<file path="config.mk">
export PLATFORM = sky130hd
export DESIGN_NAME = monitor_loader
export DESIGN_NICKNAME = d
export VERILOG_FILES = /design/src/rtl/monitor_loader.sv
export SDC_FILE = /design/constraint.sdc
export NUM_CORES = 1
export LEC_CHECK = 0
export CAP_MARGIN = 20
export CORE_UTILIZATION = 60
export CTS_CLUSTER_SIZE = 24
export DETAILED_ROUTE_END_ITERATION = 10
export PLACE_DENSITY = 0.85
export RECOVER_POWER = 50
export SKIP_LAST_GASP = 1
export SYNTH_ARGS = -nofsm -noshare
export SYNTH_HDL_FRONTEND = slang
export SYNTH_SLANG_ARGS = --single-unit
export TNS_END_PERCENT = 50
</file>
<file path="constraint.sdc">
create_clock -name clk -period 4.9 [get_ports clk]
set_input_delay 0.98 -clock clk [delete_from_list [all_inputs] [get_ports clk]]
set_output_delay 0.98 -clock clk [all_outputs]
set_load 0.01 [all_outputs]
</file>
<file path="src/rtl/monitor_loader.sv">
`default_nettype none
// ============================================================================
// monitor_loader - parses framed serial load records from the UART and writes
// them into the 8 KB monitor RAM window, holding the CPU off the bus per frame.
// Optional feature macro: LOADER_TIMEOUT_EN (inter-byte timeout abort).
// Revision: 1.0 - initial release
// ============================================================================
module monitor_loader #(
    parameter int                ADDR_WIDTH     = 13,
    parameter int                DATA_WIDTH     = 8,
    parameter logic [DATA_WIDTH-1:0] SYNC_BYTE  = 8'h55,
    parameter int                TIMEOUT_CYCLES = 2_500_000
) (
    input  logic                  clk,
    input  logic                  rst,
    input  logic [DATA_WIDTH-1:0] rx_data,
    input  logic                  rx_valid,
    output logic                  rx_ready,
    output logic                  mem_we,
    output logic [ADDR_WIDTH-1:0] mem_addr,
    output logic [DATA_WIDTH-1:0] mem_wdata,
    output logic                  cpu_hold,
    output logic                  frame_ok,
    output logic                  frame_err,
    output logic [1:0]            err_code
);

    localparam logic [2:0] C_IDLE = 3'd0;
    localparam logic [2:0] C_AHI  = 3'd1;
    localparam logic [2:0] C_ALO  = 3'd2;
    localparam logic [2:0] C_LEN  = 3'd3;
    localparam logic [2:0] C_DATA = 3'd4;
    localparam logic [2:0] C_CSUM = 3'd5;
    localparam logic [2:0] C_END  = 3'd6;

    // ADDR_HI bits above the window offset must all be ones (0xE000-0xFFFF)
    localparam logic [7:0] C_HI_MASK = 8'hFF << (ADDR_WIDTH - 8);

    logic [2:0]            state_q, state_d;
    logic [ADDR_WIDTH-1:0] addr_q, addr_d;
    logic [8:0]            cnt_q, cnt_d;
    logic [DATA_WIDTH-1:0] sum_q, sum_d;
    logic                  range_q, range_d;
    logic                  hold_q, hold_d;
    logic                  ok_q, ok_d;
    logic                  err_q, err_d;
    logic [1:0]            code_q, code_d;
    logic                  we_q, we_d;
    logic [ADDR_WIDTH-1:0] maddr_q, maddr_d;
    logic [DATA_WIDTH-1:0] wdata_q, wdata_d;
    logic                  w_accept;
    logic [DATA_WIDTH-1:0] w_sum_next;

    assign rx_ready   = !rst && (state_q != C_END);
    assign w_accept   = rx_valid && rx_ready;
    assign w_sum_next = sum_q + rx_data;

`ifdef LOADER_TIMEOUT_EN
    localparam int C_TMO_W = $clog2(TIMEOUT_CYCLES + 1);
    logic [C_TMO_W-1:0] tmo_q, tmo_d;
`endif

    always_comb begin
        state_d = state_q;
        addr_d  = addr_q;
        cnt_d   = cnt_q;
        sum_d   = sum_q;
        range_d = range_q;
        hold_d  = hold_q;
        ok_d    = 1'b0;
        err_d   = 1'b0;
        code_d  = code_q;
        we_d    = 1'b0;
        maddr_d = maddr_q;
        wdata_d = wdata_q;
        case (state_q)
            C_IDLE: if (w_accept && rx_data == SYNC_BYTE) begin
                state_d = C_AHI;
                hold_d  = 1'b1;
                range_d = 1'b0;
            end
            C_AHI: if (w_accept) begin
                range_d                  = (rx_data & C_HI_MASK) != C_HI_MASK;
                addr_d[ADDR_WIDTH-1:8]   = rx_data[ADDR_WIDTH-9:0];
                sum_d                    = rx_data;
                state_d                  = C_ALO;
            end
            C_ALO: if (w_accept) begin
                addr_d[7:0] = rx_data;
                sum_d       = w_sum_next;
                state_d     = C_LEN;
            end
            C_LEN: if (w_accept) begin
                cnt_d   = (rx_data == '0) ? 9'd256 : {1'b0, rx_data};
                sum_d   = w_sum_next;
                state_d = C_DATA;
            end
            C_DATA: if (w_accept) begin
                we_d    = !range_q;
                maddr_d = addr_q;
                wdata_d = rx_data;
                addr_d  = addr_q + ADDR_WIDTH'(1);
                cnt_d   = cnt_q - 9'd1;
                sum_d   = w_sum_next;
                if (cnt_q == 9'd1) state_d = C_CSUM;
            end
            C_CSUM: if (w_accept) begin
                state_d = C_END;
                hold_d  = 1'b0;
                // Range error outranks a bad checksum
                if (range_q) begin
                    err_d  = 1'b1;
                    code_d = 2'b10;
                end else if (w_sum_next != '0) begin
                    err_d  = 1'b1;
                    code_d = 2'b01;
                end else begin
                    ok_d   = 1'b1;
                    code_d = 2'b00;
                end
            end
            C_END:   state_d = C_IDLE;
            default: state_d = C_IDLE;
        endcase
`ifdef LOADER_TIMEOUT_EN
        tmo_d = '0;
        if (state_q != C_IDLE && state_q != C_END && !w_accept) begin
            if (tmo_q == C_TMO_W'(TIMEOUT_CYCLES - 1)) begin
                state_d = C_IDLE;
                hold_d  = 1'b0;
                err_d   = 1'b1;
                code_d  = 2'b11;
            end else begin
                tmo_d = tmo_q + C_TMO_W'(1);
            end
        end
`endif
    end

    always_ff @(posedge clk) begin
        if (rst) begin
            state_q <= C_IDLE;
            addr_q  <= '0;
            cnt_q   <= '0;
            sum_q   <= '0;
            range_q <= 1'b0;
            hold_q  <= 1'b0;
            ok_q    <= 1'b0;
            err_q   <= 1'b0;
            code_q  <= 2'b00;
            we_q    <= 1'b0;
            maddr_q <= '0;
            wdata_q <= '0;
        end else begin
            state_q <= state_d;
            addr_q  <= addr_d;
            cnt_q   <= cnt_d;
            sum_q   <= sum_d;
            range_q <= range_d;
            hold_q  <= hold_d;
            ok_q    <= ok_d;
            err_q   <= err_d;
            code_q  <= code_d;
            we_q    <= we_d;
            maddr_q <= maddr_d;
            wdata_q <= wdata_d;
        end
    end

`ifdef LOADER_TIMEOUT_EN
    always_ff @(posedge clk) begin
        if (rst) tmo_q <= '0;
        else     tmo_q <= tmo_d;
    end
`endif

    assign mem_we    = we_q;
    assign mem_addr  = maddr_q;
    assign mem_wdata = wdata_q;
    assign cpu_hold  = hold_q;
    assign frame_ok  = ok_q;
    assign frame_err = err_q;
    assign err_code  = code_q;

endmodule
`default_nettype wire

</file>
### Word-level counts from Yosys, hierarchy flattened

Cells that the tools add are included.

* bits in registers: 61
* input bits: 11
* output and inout bits: 28

* $add $sub $neg: 3
* eq/ne operators: 17
* mux-type cells: 30
* bitwise operators: 3
* reduce and logical (&&, ||, !) cells: 27

Operators by type and width (count)
* 8-bit case mux with 2 select lines: 2
* 9-bit 2-to-1 mux: 3
* 3-bit 2-to-1 mux: 7
* 3-bit case mux with 6 select lines: 1
* 9-bit case mux with 2 select lines: 1
* 3-bit AND reduction: 6
* 8-bit 2-to-1 mux: 2
* 2-bit != test, second input constant: 7
* 13-bit by 1-bit adder with 13-bit output, second input constant: 1
* 13-bit 2-to-1 mux: 1
* 2-bit nonzero test: 6
* 5-bit case mux with 2 select lines: 1
* 9-bit by 1-bit equality test with 1-bit output, second input constant: 1
* 3-bit OR reduction: 3
* 9-bit by 1-bit subtractor with 9-bit output, second input constant: 1
* 8-bit adder: 1
* 8-bit by 7-bit equality test with 1-bit output, second input constant: 1
* 8-bit logical NOT: 1
* 1-bit 2-to-1 mux: 8
* 8-bit nonzero test: 1
* 7-bit AND reduction: 1
* 3-bit by 2-bit equality test with 1-bit output, second input constant: 2
* 3-bit equality test, second input constant: 2
* 3-bit != test, second input constant: 2
* other kinds (11): 18

### Logic depth before layout (Yosys ltp)

* depth after elaboration: 6
* gate-level depth with buffers: 9
* gate-level depth less buffers: 9

### Worst setup path before layout

Ideal clock, no wire load.

* kind: input-to-reg
* start point: input port rx_data[0]
* end point: register code_q[0], in the netlist err_code[0]
* setup time: 117 ps
* arrival time: 2641 ps
* required time: 4783 ps
* path slack: 2142 ps
* cell stages on the path: 9
* path through: ha_1 > inv_1 > fa_1 > nor2b_1 > o22a_1 > xor2_1 > nor4_1 > nand4b_1 > a32o_1

* cells in the longest elaborated chain, start to end: 4

RTL lines
* start: declaration: RTL line 16 `input logic [DATA_WIDTH-1:0] rx_data,`
* 8-bit adder: RTL line 56 `assign w_sum_next = sum_q + rx_data;`
* 8-bit nonzero test: RTL line 114 `end else if (w_sum_next != '0) begin`
* 1-bit 2-to-1 mux: RTL line 114
* 2-bit 2-to-1 mux: RTL line 111 `if (range_q) begin`
* end signal: assignment: RTL line 163 `code_q <= code_d;`
* end: declaration: RTL line 47 `logic [1:0] code_q, code_d;`

Every way passes these cells.
A chain may end at the register's enable or synchronous reset.

### Worst setup path in the final report

Same ends and word-level chain as after synthesis.

==> flow_metrics.env <==
export IMPL_status="finished clean"
export IMPL_seq_area_um2=1220
export IMPL_route_detailed_drc=0
export IMPL_dieArea_um2=5620
export IMPL_ios=39
export IMPL_ys_ff_latch=61
export IMPL_post_place_ws_ns=1.25
export IMPL_layout_setup_ws_ns=1.61
export IMPL_drv_max_cap_violation_count=0
export IMPL_cp_arrival_ns=3.53
export IMPL_grt_overflow_total=0
export IMPL_tritoncts="done"
export IMPL_rsz0062_at_grt="false"
export IMPL_synth_area_leaders="dfxtp_1, nand2_1, a21oi_1"
export IMPL_clockRootBuffer="clkbuf_8"
export IMPL_ant_nets=0
export IMPL_period_share_pct=67.1
export IMPL_finalClockSkew_ns=0.00528
export IMPL_critical_path_top_delay_family="simple AND/OR/NAND/NOR gates"
export IMPL_cts_buffer_depth=2
export IMPL_slowest_stage="clkdlybuf4s50_1"
export IMPL_p_leak_nw=1.41
export IMPL_yosys_top_cells_count="nand2_1, dfxtp_1, a21oi_1"
export IMPL_multiInputGateArea_um2=1820
export IMPL_grt_use_total_pct=31.9
export IMPL_path_cells="clkdlybuf4s50_1 -> ha_1 -> inv_1 -> fa_1 -> nor2b_1 -> o22a_1 -> xor2_1 -> nor4_1 -> nand4b_1 -> a32o_1"
export IMPL_grt_pass1_vias=2786
export IMPL_final_min_clock_period_ns=3.29
export IMPL_synth_top_cell_by_area="dfxtp_1"
export IMPL_max_slew_margin_pct=16.2
export IMPL_fmax_mhz=304
export IMPL_clk_pin_slew_ns=0.07
export IMPL_hp_start="mem_addr[7]"
export IMPL_die_h_um=75.0
export IMPL_synth_edf_count=0
export IMPL_via_per_inst=6.05
export IMPL_worstSetupEndpointType="register"
export IMPL_cts_htree_levels=3
export IMPL_yosys_cell_types_count=54
export IMPL_synth_fp_nets=442
export IMPL_p_per_area_nw_per_um2=275
export IMPL_dpl_cell_area_um2=3590
export IMPL_fin_area_um2=3790
export IMPL_setup_viol=0
export IMPL_cp_num_buf_inv=2
export IMPL_synth_area_um2=3200
export IMPL_dp_cells=508
export IMPL_cts_setup_buffers=0
export IMPL_worstPathRequired_ns=5.14
export IMPL_dr_pass1_iters=6
export IMPL_critPathLaunch="rx_data[0]"
export IMPL_crit_fanout=7
export IMPL_yosys_warnings=0
export IMPL_wl_per_cell_um=15.9
export IMPL_start_util_pct=62.6
export IMPL_placement_io_buffers=38
export IMPL_hp_class="register to register"
export IMPL_cts_resized=0
export IMPL_dp_hpwl_mm=5.58
export IMPL_layout_nets=471
export IMPL_hold_violations=0
export IMPL_drt_iter0_markers=300
export IMPL_antenna_found_initial=0
export IMPL_cp_start_kind="input pin"
export IMPL_grt_max_degree=45
export IMPL_ys_flop_type="dfxtp_1"
export IMPL_drive_gt1_share_pct=6.39
export IMPL_final_util_pct=74.3
export IMPL_insertion_delay_ns=0.35
export IMPL_ir_drop_mv=0.279
export IMPL_max_stage_delay_ns=0.61
export IMPL_grt_pass1_wl_mm=13.3
export IMPL_finalNonFillerCells=524
export IMPL_nFillCells=403
export IMPL_totalWireLength_mm=8.35
export IMPL_yosysSeqAreaShare_pct=38.2
export IMPL_gp_congestion=0.920
export IMPL_tns_ns=0
export IMPL_worstMarginPinSlew_ns=1.25
export IMPL_yosys_area_top_type_share_pct=38.2
export IMPL_async_flop_share_pct=0
export IMPL_core_um2=5110
export IMPL_cts_sinks=61
export IMPL_reg2reg_from="state_q[2]"
export IMPL_yosysMostFrequentCell="nand2_1"
export IMPL_cts_hold_fix_buffers=0
export IMPL_area_growth_pct=18.7
export IMPL_final_max_slew_violation_count=0
export IMPL_row_count=26
export IMPL_netlist_instances=420
export IMPL_syn_avg_cell_area_um2=7.61
export IMPL_critPathKind="input pin to register"
export IMPL_vias=3171
export IMPL_diodes=0
export IMPL_die_w_um=75.0
export IMPL_numCtsBuffers=9
-- worst reg2reg max path: cells and delay by family (launching register included) --
kind                   cells  cell delay [ns]
and+or+nand+nor            3             1.17
DFF                        1             0.53
AOI/OAI and AO/OA          2             0.43
buffers and inverters      1             0.54
-- path summary, 6_finish.rpt --
check	slack [ns]	endpoint	depth (start not counted)
hold / removal	0.45	mem_addr[7]	2
setup reg to reg	2.16	sum_q[7]	6
setup / recovery	1.61	err_code[0]	10
hold reg to reg	0.45	mem_addr[7]	2
-- area by class of cell --
type	count	share of cell area, %
Clock buffer	9	3.27
Clock inverter	7	2.37
Inverter	12	1.19
Multi-Input combinational cell	323	48.1
Sequential cell	61	32.2
Tap cell	70	2.31
Timing Repair Buffer	42	10.6
-- flip-flops by register name, summed over array words and instances (netlist names) --
| signal | cells |
|---|---|
| sum_q | 8 |
| addr_q | 13 |
| cnt_q | 9 |
| cpu_hold | 1 |
| err_code | 2 |
| mem_we | 1 |
| frame_ok | 1 |
| frame_err | 1 |
| state_q | 3 |
| mem_addr | 13 |
| mem_wdata | 8 |
| range_q | 1 |
-- stage by stage --
step                      total power [mW]  hold WS, ns
final                                 1.04        0.453
after floorplan                      0.536        0.428
after global placement               0.559        0.437
after CTS                             1.04        0.455
after global routing                  1.07        0.470
after detailed placement             0.559        0.448
-- layer usage --
layer / track usage (%) / part of all wire (%) / vias up
li1: - / - / 1544
met1: 41.4 / 42 / 1468
met2: 52.1 / 49 / 138
met3: 6.56 / 6.9 / 21
met4: 12.4 / 2.4 / 0
met5: 0 / 0 / -
-- cells in the final DEF (no fill, tap or decap), types with 5 or more instances in the layout --
| master | instances |
|---|---|
| nor2_1 | 42 |
| ha_1 | 10 |
| xnor2_1 | 5 |
| o21ai_0 | 28 |
| a31oi_1 | 6 |
| nor2b_1 | 7 |
| nand2b_1 | 6 |
| nand3_1 | 8 |
| a211oi_1 | 9 |
| inv_1 | 12 |
| a21oi_1 | 48 |
| dlygate4sd3_1 | 29 |
| clkdlybuf4s50_1 | 8 |
| dfxtp_1 | 61 |
| nand2_1 | 80 |
| clkbuf_8 | 9 |
| a311oi_1 | 7 |
| nor3_1 | 9 |
| and3_1 | 5 |
-- where the power goes --
part	internal [mW]	switching (mW)
combinational	0.0190	0.0332
clock	0.283	0.211
sequential	0.496	0.000213
total	0.798	0.244
-- logic make-up after synthesis --
family	synth area share, %
buffers and inverters	4.62
muxes	0.626
DFF	38.2
AOI/OAI and AO/OA	25.0
and+or+nand+nor	25.1
xor gates and xnor gates	1.92
adders and majority gates	4.54
No activity file was read; power rests on OpenSTA's default activity.
